[src/rtl/count_monitor_pkg.sv]
// +------------------------------------------------------------------+
// | count_monitor_pkg : FSM state codes and step classification      |
// | Revision 1.0                                                     |
// +------------------------------------------------------------------+
`default_nettype none

package count_monitor_pkg;

  localparam logic [1:0] IDLE    = 2'd0;
  localparam logic [1:0] TRACK   = 2'd1;
  localparam logic [1:0] STALLED = 2'd2;

  typedef enum logic [1:0] {
    STEP = 2'd0,
    WRAP = 2'd1,
    HOLD = 2'd2,
    JUMP = 2'd3
  } step_t;

  // Out-of-range samples are rejected before any other test, so an illegal
  // prev (left behind by a resync) can never produce STEP/WRAP/HOLD.
  function automatic step_t classify(input int unsigned prev,
                                     input int unsigned cur,
                                     input int unsigned modulus);
    step_t r;
    r = JUMP;
    if (cur >= modulus)                         r = JUMP;
    else if (prev < modulus - 1 && cur == prev + 1) r = STEP;
    else if (prev == modulus - 1 && cur == 0)   r = WRAP;
    else if (cur == prev)                       r = HOLD;
    return r;
  endfunction

endpackage

`default_nettype wire

[src/rtl/count_monitor_if.sv]
// +------------------------------------------------------------------+
// | count_monitor_if : count input, clear and status outputs         |
// | Revision 1.0                                                     |
// +------------------------------------------------------------------+
`default_nettype none

interface count_monitor_if #(
  parameter int WIDTH = 4,
  parameter int CNT_W = 8
);
  logic [WIDTH-1:0] count_in;
  logic             clr_wraps;
  logic             tick;
  logic [CNT_W-1:0] wraps;
  logic             stall;
  logic             glitch;

  modport master (output count_in, clr_wraps, input tick, wraps, stall, glitch);
  modport slave  (input count_in, clr_wraps, output tick, wraps, stall, glitch);
endinterface

`default_nettype wire

[src/rtl/count_monitor_stall_timer.sv]
// +------------------------------------------------------------------+
// | count_monitor_stall_timer : saturating count of held samples     |
// | Revision 1.0                                                     |
// +------------------------------------------------------------------+
`default_nettype none

module count_monitor_stall_timer #(
  parameter int STALL_LIM = 4
) (
  input  wire logic clk,
  input  wire logic rst,
  input  wire logic hold,
  output logic      expired
);
  localparam int             c_tw  = $clog2(STALL_LIM + 1);
  localparam logic [c_tw-1:0] c_lim = c_tw'(STALL_LIM);

  logic [c_tw-1:0] r_cnt;

  always_ff @(posedge clk) begin
    if (!rst)                r_cnt <= '0;
    else if (!hold)          r_cnt <= '0;
    else if (r_cnt != c_lim) r_cnt <= r_cnt + 1'b1;
  end

  // Flags the hold edge that brings the count up to the limit, and every hold after it.
  assign expired = hold && (r_cnt >= c_lim - 1'b1);

endmodule

`default_nettype wire

[src/rtl/count_monitor.sv]
// +------------------------------------------------------------------+
// | count_monitor : wrap/stall/glitch monitor for a modulo counter   |
// | Option macro COUNT_MONITOR_GLITCH_EN enables the glitch pulse    |
// | Revision 1.0                                                     |
// +------------------------------------------------------------------+
`default_nettype none

module count_monitor
  import count_monitor_pkg::*;
#(
  parameter int WIDTH     = 4,
  parameter int MODULUS   = 16,
  parameter int CNT_W     = 8,
  parameter int STALL_LIM = 4
) (
  input wire logic       clk,
  input wire logic       rst,
  count_monitor_if.slave mon
);
  logic [1:0]       r_state;
  logic [WIDTH-1:0] r_prev;
  logic             r_tick;
  logic             r_stall;
  logic [CNT_W-1:0] r_wraps;
  step_t            w_class;
  logic             w_hold;
  logic             w_expired;

  assign w_class = classify(32'(r_prev), 32'(mon.count_in), MODULUS);
  assign w_hold  = (r_state != IDLE) && (w_class == HOLD);

  count_monitor_stall_timer #(.STALL_LIM(STALL_LIM)) u_stall_timer (
    .clk     (clk),
    .rst     (rst),
    .hold    (w_hold),
    .expired (w_expired)
  );

  always_ff @(posedge clk) begin
    if (!rst) begin
      r_state <= IDLE;
      r_prev  <= '0;
      r_tick  <= 1'b0;
      r_stall <= 1'b0;
      r_wraps <= '0;
    end else begin
      r_tick <= 1'b0;
      if (r_state == IDLE || w_class != HOLD) begin
        r_prev  <= mon.count_in;
        r_state <= TRACK;
        r_stall <= 1'b0;
      end else if (w_expired) begin
        r_state <= STALLED;
        r_stall <= 1'b1;
      end
      if (r_state != IDLE && w_class == WRAP) begin
        r_tick <= 1'b1;
        if (r_wraps != '1) r_wraps <= r_wraps + 1'b1;
      end
      // Clear is applied last so it overrides a same-edge increment.
      if (mon.clr_wraps) r_wraps <= '0;
    end
  end

  assign mon.tick  = r_tick;
  assign mon.stall = r_stall;
  assign mon.wraps = r_wraps;

`ifdef COUNT_MONITOR_GLITCH_EN
  logic r_glitch;
  always_ff @(posedge clk) begin
    if (!rst) r_glitch <= 1'b0;
    else      r_glitch <= (r_state != IDLE) && (w_class == JUMP);
  end
  assign mon.glitch = r_glitch;
`else
  assign mon.glitch = 1'b0;
`endif

endmodule

`default_nettype wire

[src/flat_wrapper.sv]
// flat-port wrapper written by rule: the top's interface ports become plain ports
module count_monitor_flat import count_monitor_pkg::*;
#(
  parameter int WIDTH     = 4,
  parameter int MODULUS   = 16,
  parameter int CNT_W     = 8,
  parameter int STALL_LIM = 4
)
  (clk, rst, mon_count_in, mon_clr_wraps, mon_tick, mon_wraps, mon_stall, mon_glitch);
  count_monitor_if #(.WIDTH(WIDTH), .CNT_W(CNT_W)) mon_i ();
  input wire logic clk;
  input wire logic rst;
  input wire logic [$bits(mon_i.count_in)-1:0] mon_count_in;
  input wire logic [$bits(mon_i.clr_wraps)-1:0] mon_clr_wraps;
  output wire logic [$bits(mon_i.tick)-1:0] mon_tick;
  output wire logic [$bits(mon_i.wraps)-1:0] mon_wraps;
  output wire logic [$bits(mon_i.stall)-1:0] mon_stall;
  output wire logic [$bits(mon_i.glitch)-1:0] mon_glitch;
  assign mon_i.count_in = mon_count_in;
  assign mon_i.clr_wraps = mon_clr_wraps;
  assign mon_tick = mon_i.tick;
  assign mon_wraps = mon_i.wraps;
  assign mon_stall = mon_i.stall;
  assign mon_glitch = mon_i.glitch;
  count_monitor #(.WIDTH(WIDTH), .MODULUS(MODULUS), .CNT_W(CNT_W), .STALL_LIM(STALL_LIM)) u_core (.clk(clk), .rst(rst), .mon(mon_i));
endmodule
[config.mk]
export PLATFORM = sky130hd
export DESIGN_NAME = count_monitor_flat
export DESIGN_NICKNAME = d
export VERILOG_FILES = /design/src/rtl/count_monitor_pkg.sv /design/src/rtl/count_monitor_if.sv /design/src/rtl/count_monitor_stall_timer.sv /design/src/rtl/count_monitor.sv /design/src/flat_wrapper.sv
export SDC_FILE = /design/constraint.sdc
export NUM_CORES = 1
export LEC_CHECK = 0
export ABC_AREA = 0
export CORE_MARGIN = 2
export CORE_UTILIZATION = 40
export CTS_CLUSTER_SIZE = 10
export DETAILED_ROUTE_END_ITERATION = 8
export HOLD_SLACK_MARGIN = 0.12
export PLACE_DENSITY = 0.75
export SETUP_SLACK_MARGIN = 0.02
export SYNTH_ARGS = -nofsm -noshare
export SYNTH_HDL_FRONTEND = slang
export SYNTH_SLANG_ARGS = --single-unit
export TNS_END_PERCENT = 10
[constraint.sdc]
create_clock -name clk -period 2 [get_ports clk]
set_input_delay 0.3 -clock clk [delete_from_list [all_inputs] [get_ports clk]]
set_output_delay 0.3 -clock clk [all_outputs]
set_load 0.005 [all_outputs]
==> flow_summary.yaml <==
outcome:
  status: "finished clean"
routing:
  initialDrtViolationCount: 25
  vias: 742
  drc: 0
  drt_pass1_iterations: 4
  viasPerCell: 5.153
  routed_wl_um: 1540
  wl_per_cell_um: 10.69
  detail-route-antenna-nets: 0
setup_path:
  rr_worst_depth: 6
  worstPathMaxFanout: 6
  worstPathArrival_ps: 1890
  cp-end-kind: "flop"
  path_class: "input port to flop"
  worst_setup_path_start_kind: "input port"
  critPathRequiredTime_ps: 2220
  r2r_end: "u_core.mon.wraps[5]"
  rr_startpoint: "u_core.r_prev[1]"
  rrSetupSlack_ps: 390
cts:
  holdBufCountCts: 0
  cts_buffers: 3
  cts_tree: "yes"
  ctsLongestPathBuffers: 2
  worstSkewPairLatency_ps: 280
  cts_root_buffer: "clkbuf_4"
  clock-sinks: 18
  cts_resized: 0
  htreeDepth: 1
  post_cts_buffers: 0
  clkSlewWorstSetupHoldPaths_ps: 100
placement:
  port-buffer-count: 16
  gp_routability_congestion: 0.8699
  placed_cells: 140
  placed_cell_area_mm2: 0.001067
  dp_hpwl_um: 1213
floorplanning:
  die_w_um: 50.26
  rows: 16
  core_mm2: 0.001982
  fp.dieH_um: 50.26
  ios: 18
  initial_core_util: 0.4318
  die_area_mm2: 0.002526
timing:
  setup_tns_ps: 0
  slew_violations: 0
  clock_skew_ps: 3.962
  finalCritPeriodShare: 0.8369
  period_minus_slack_ps: 1674
  setup_violations: 0
  hold_viol: 0
  fmax_mhz: 597.5
  rsz0062_at_grt: "no"
yosys:
  synth_common_cells: "dfxtp_1 (18), a21oi_1 (7), inv_1 (7), nor2_1 (7), nand2_1 (6)"
  synth_top_family_by_area: "simple AND/OR/NAND/NOR gates"
  synthTopCellsByArea: "dfxtp_1 (42%), ha_1 (7.3%), a21oi_1 (4.1%), inv_1 (3.1%), nor2_1 (3.1%)"
  synthMuxAreaShare: 0.01170
  synth-xor-area-share: 0.05117
  synth_top_cell_area_share: 0.4211
  synth_ff_type: "dfxtp_1"
  ys_ff_latch: 18
  synth_compound_area_frac: 0.1418
  ys_types: 34
  synth_edf_count: 0
  synth_simple_gate_area_frac: 0.2515
  syn_area_um2: 855.8
  syn_area_per_cell_um2: 9.009
  syn_nets: 107
  yosys.area_share.adder: 0.07310
  syn-instance-count: 95
  ys_seq_area_frac: 0.4211
  ys_warn_count: 0
  yosys.area.top_type: "dfxtp_1"
  synthArstFlopShare: 0
  yosysMostFrequentCell: "dfxtp_1"
hold_path:
  min_path_cells: 2
  min_from: "u_core.r_state[1]"
  hold_path_end: "u_core.r_state[1]"
  worst_hold_path_type: "flop to flop"
power_and_ir_drop:
  p_leak_nw: 0.4063
  powerDensity_mw_per_mm2: 567.9
  finalPower_uw: 626.7
  vdd_drop_max_v: 0.0003399
final_layout:
  finalNonFillerCells: 144
  drive_gt1_frac: 0.09402
  multi_input_area_um2: 456.7
  nFillCells: 185
  diodes: 0
  fin_nets: 130
  seqCellArea_um2: 360.3
  syn2layout_area_growth_pct: 28.95
  fin_area_mm2: 0.001104
  final_util: 0.5568
grt:
  grt_max_degree: 11
  grt_pass1_wl_um: 2829
  grt_pass1_vias: 689
  antenna_found_initial: 0
  grt_usage: 0.1412
  grt.overflow.total: 0
run:
  cap_viol_max_count: 0
metal layers:
| metal | vias to the layer above | part of all wire | GRT usage |
|---|---|---|---|
| met5 | - | 0 | 0 |
| met3 | 0 | 0.047 | 0.02679 |
| met2 | 21 | 0.47 | 0.2215 |
| li1 | 384 | - | - |
| met4 | 0 | 0 | 0.06019 |
| met1 | 337 | 0.48 | 0.1878 |
worst max-delay path by stage:
| stage | startpoint | end | slack, ps | cells past startpoint |
|---|---|---|---|---|
| finish | mon_count_in[1] | u_core.mon.wraps[5] | 330 | 6 |
| global route | u_core.r_prev[1] | u_core.mon.wraps[5] | 190 | 6 |
| CTS | mon_count_in[1] | u_core.mon.wraps[5] | 320 | 6 |
| detailed placement | mon_count_in[3] | u_core.mon.wraps[5] | 20 | 6 |
| global placement | mon_count_in[1] | u_core.mon.wraps[5] | 60 | 6 |
| floorplan | u_core.r_prev[0] | u_core.mon.wraps[2] | 550 | 6 |
critical path, cell delays in order:
cell and delay (ps):
clkdlybuf4s50_1 420, nor3b_1 280, nand3_1 210, buf_4 200, nor4_2 270, mux2i_1 210
cells in the final DEF (no fill, tap or decap), drive strengths merged, types with 2 or more instances in the layout:
master,count
dfxtp,18
and2,4
a21oi,7
or2,2
nor2,7
inv,7
nand4,3
nand3,5
xor2,3
a211oi,3
nor4,2
clkdlybuf4s50,16
xnor2,2
nand2,6
buf,4
clkbuf,4
and3,2
o31ai,2
ha,5
final cells by class:
class                   instances  area share
well taps                      27     0.03061
flip-flops and latches         18      0.3265
repair buffers                 20      0.1723
multi-input cells              68      0.4138
inverters                       7     0.02381
clock buffers                   4     0.03288
flip-flops by register name (all words and copies together), names as in the netlist:
| name | count |
|---|---|
| u_core.mon.wraps | 8 |
| u_core.r_prev | 4 |
| u_core.u_stall_timer.r_cnt | 3 |
| u_core.r_state | 2 |
| u_core.mon.tick | 1 |
cells by family (layout without fill, tap and decap cells):
kind of cell	Yosys count	after routing
simple gates	38	38
compound gates	18	18
flops	18	18
buf+inv	9	31
fa+ha+maj	5	5
xor+xnor	5	5
other cells	1	1
mux	1	1
per-stage QoR:
stage,hold slack [ps],setup WS [ps]
final,475.8,326.3
after detailed placement,459.6,23.44
after global placement,455.9,56.44
after floorplan,421.7,551.2
after global routing,506.4,193.1
after CTS,474.9,321.0
power by group:
part	switching, mW	total, mW	internal (mW)
sequential	0.00380	0.368	0.364
combinational	0.0180	0.0420	0.0240
clock	0.106	0.217	0.111
Power figures use the tool's default switching activity.
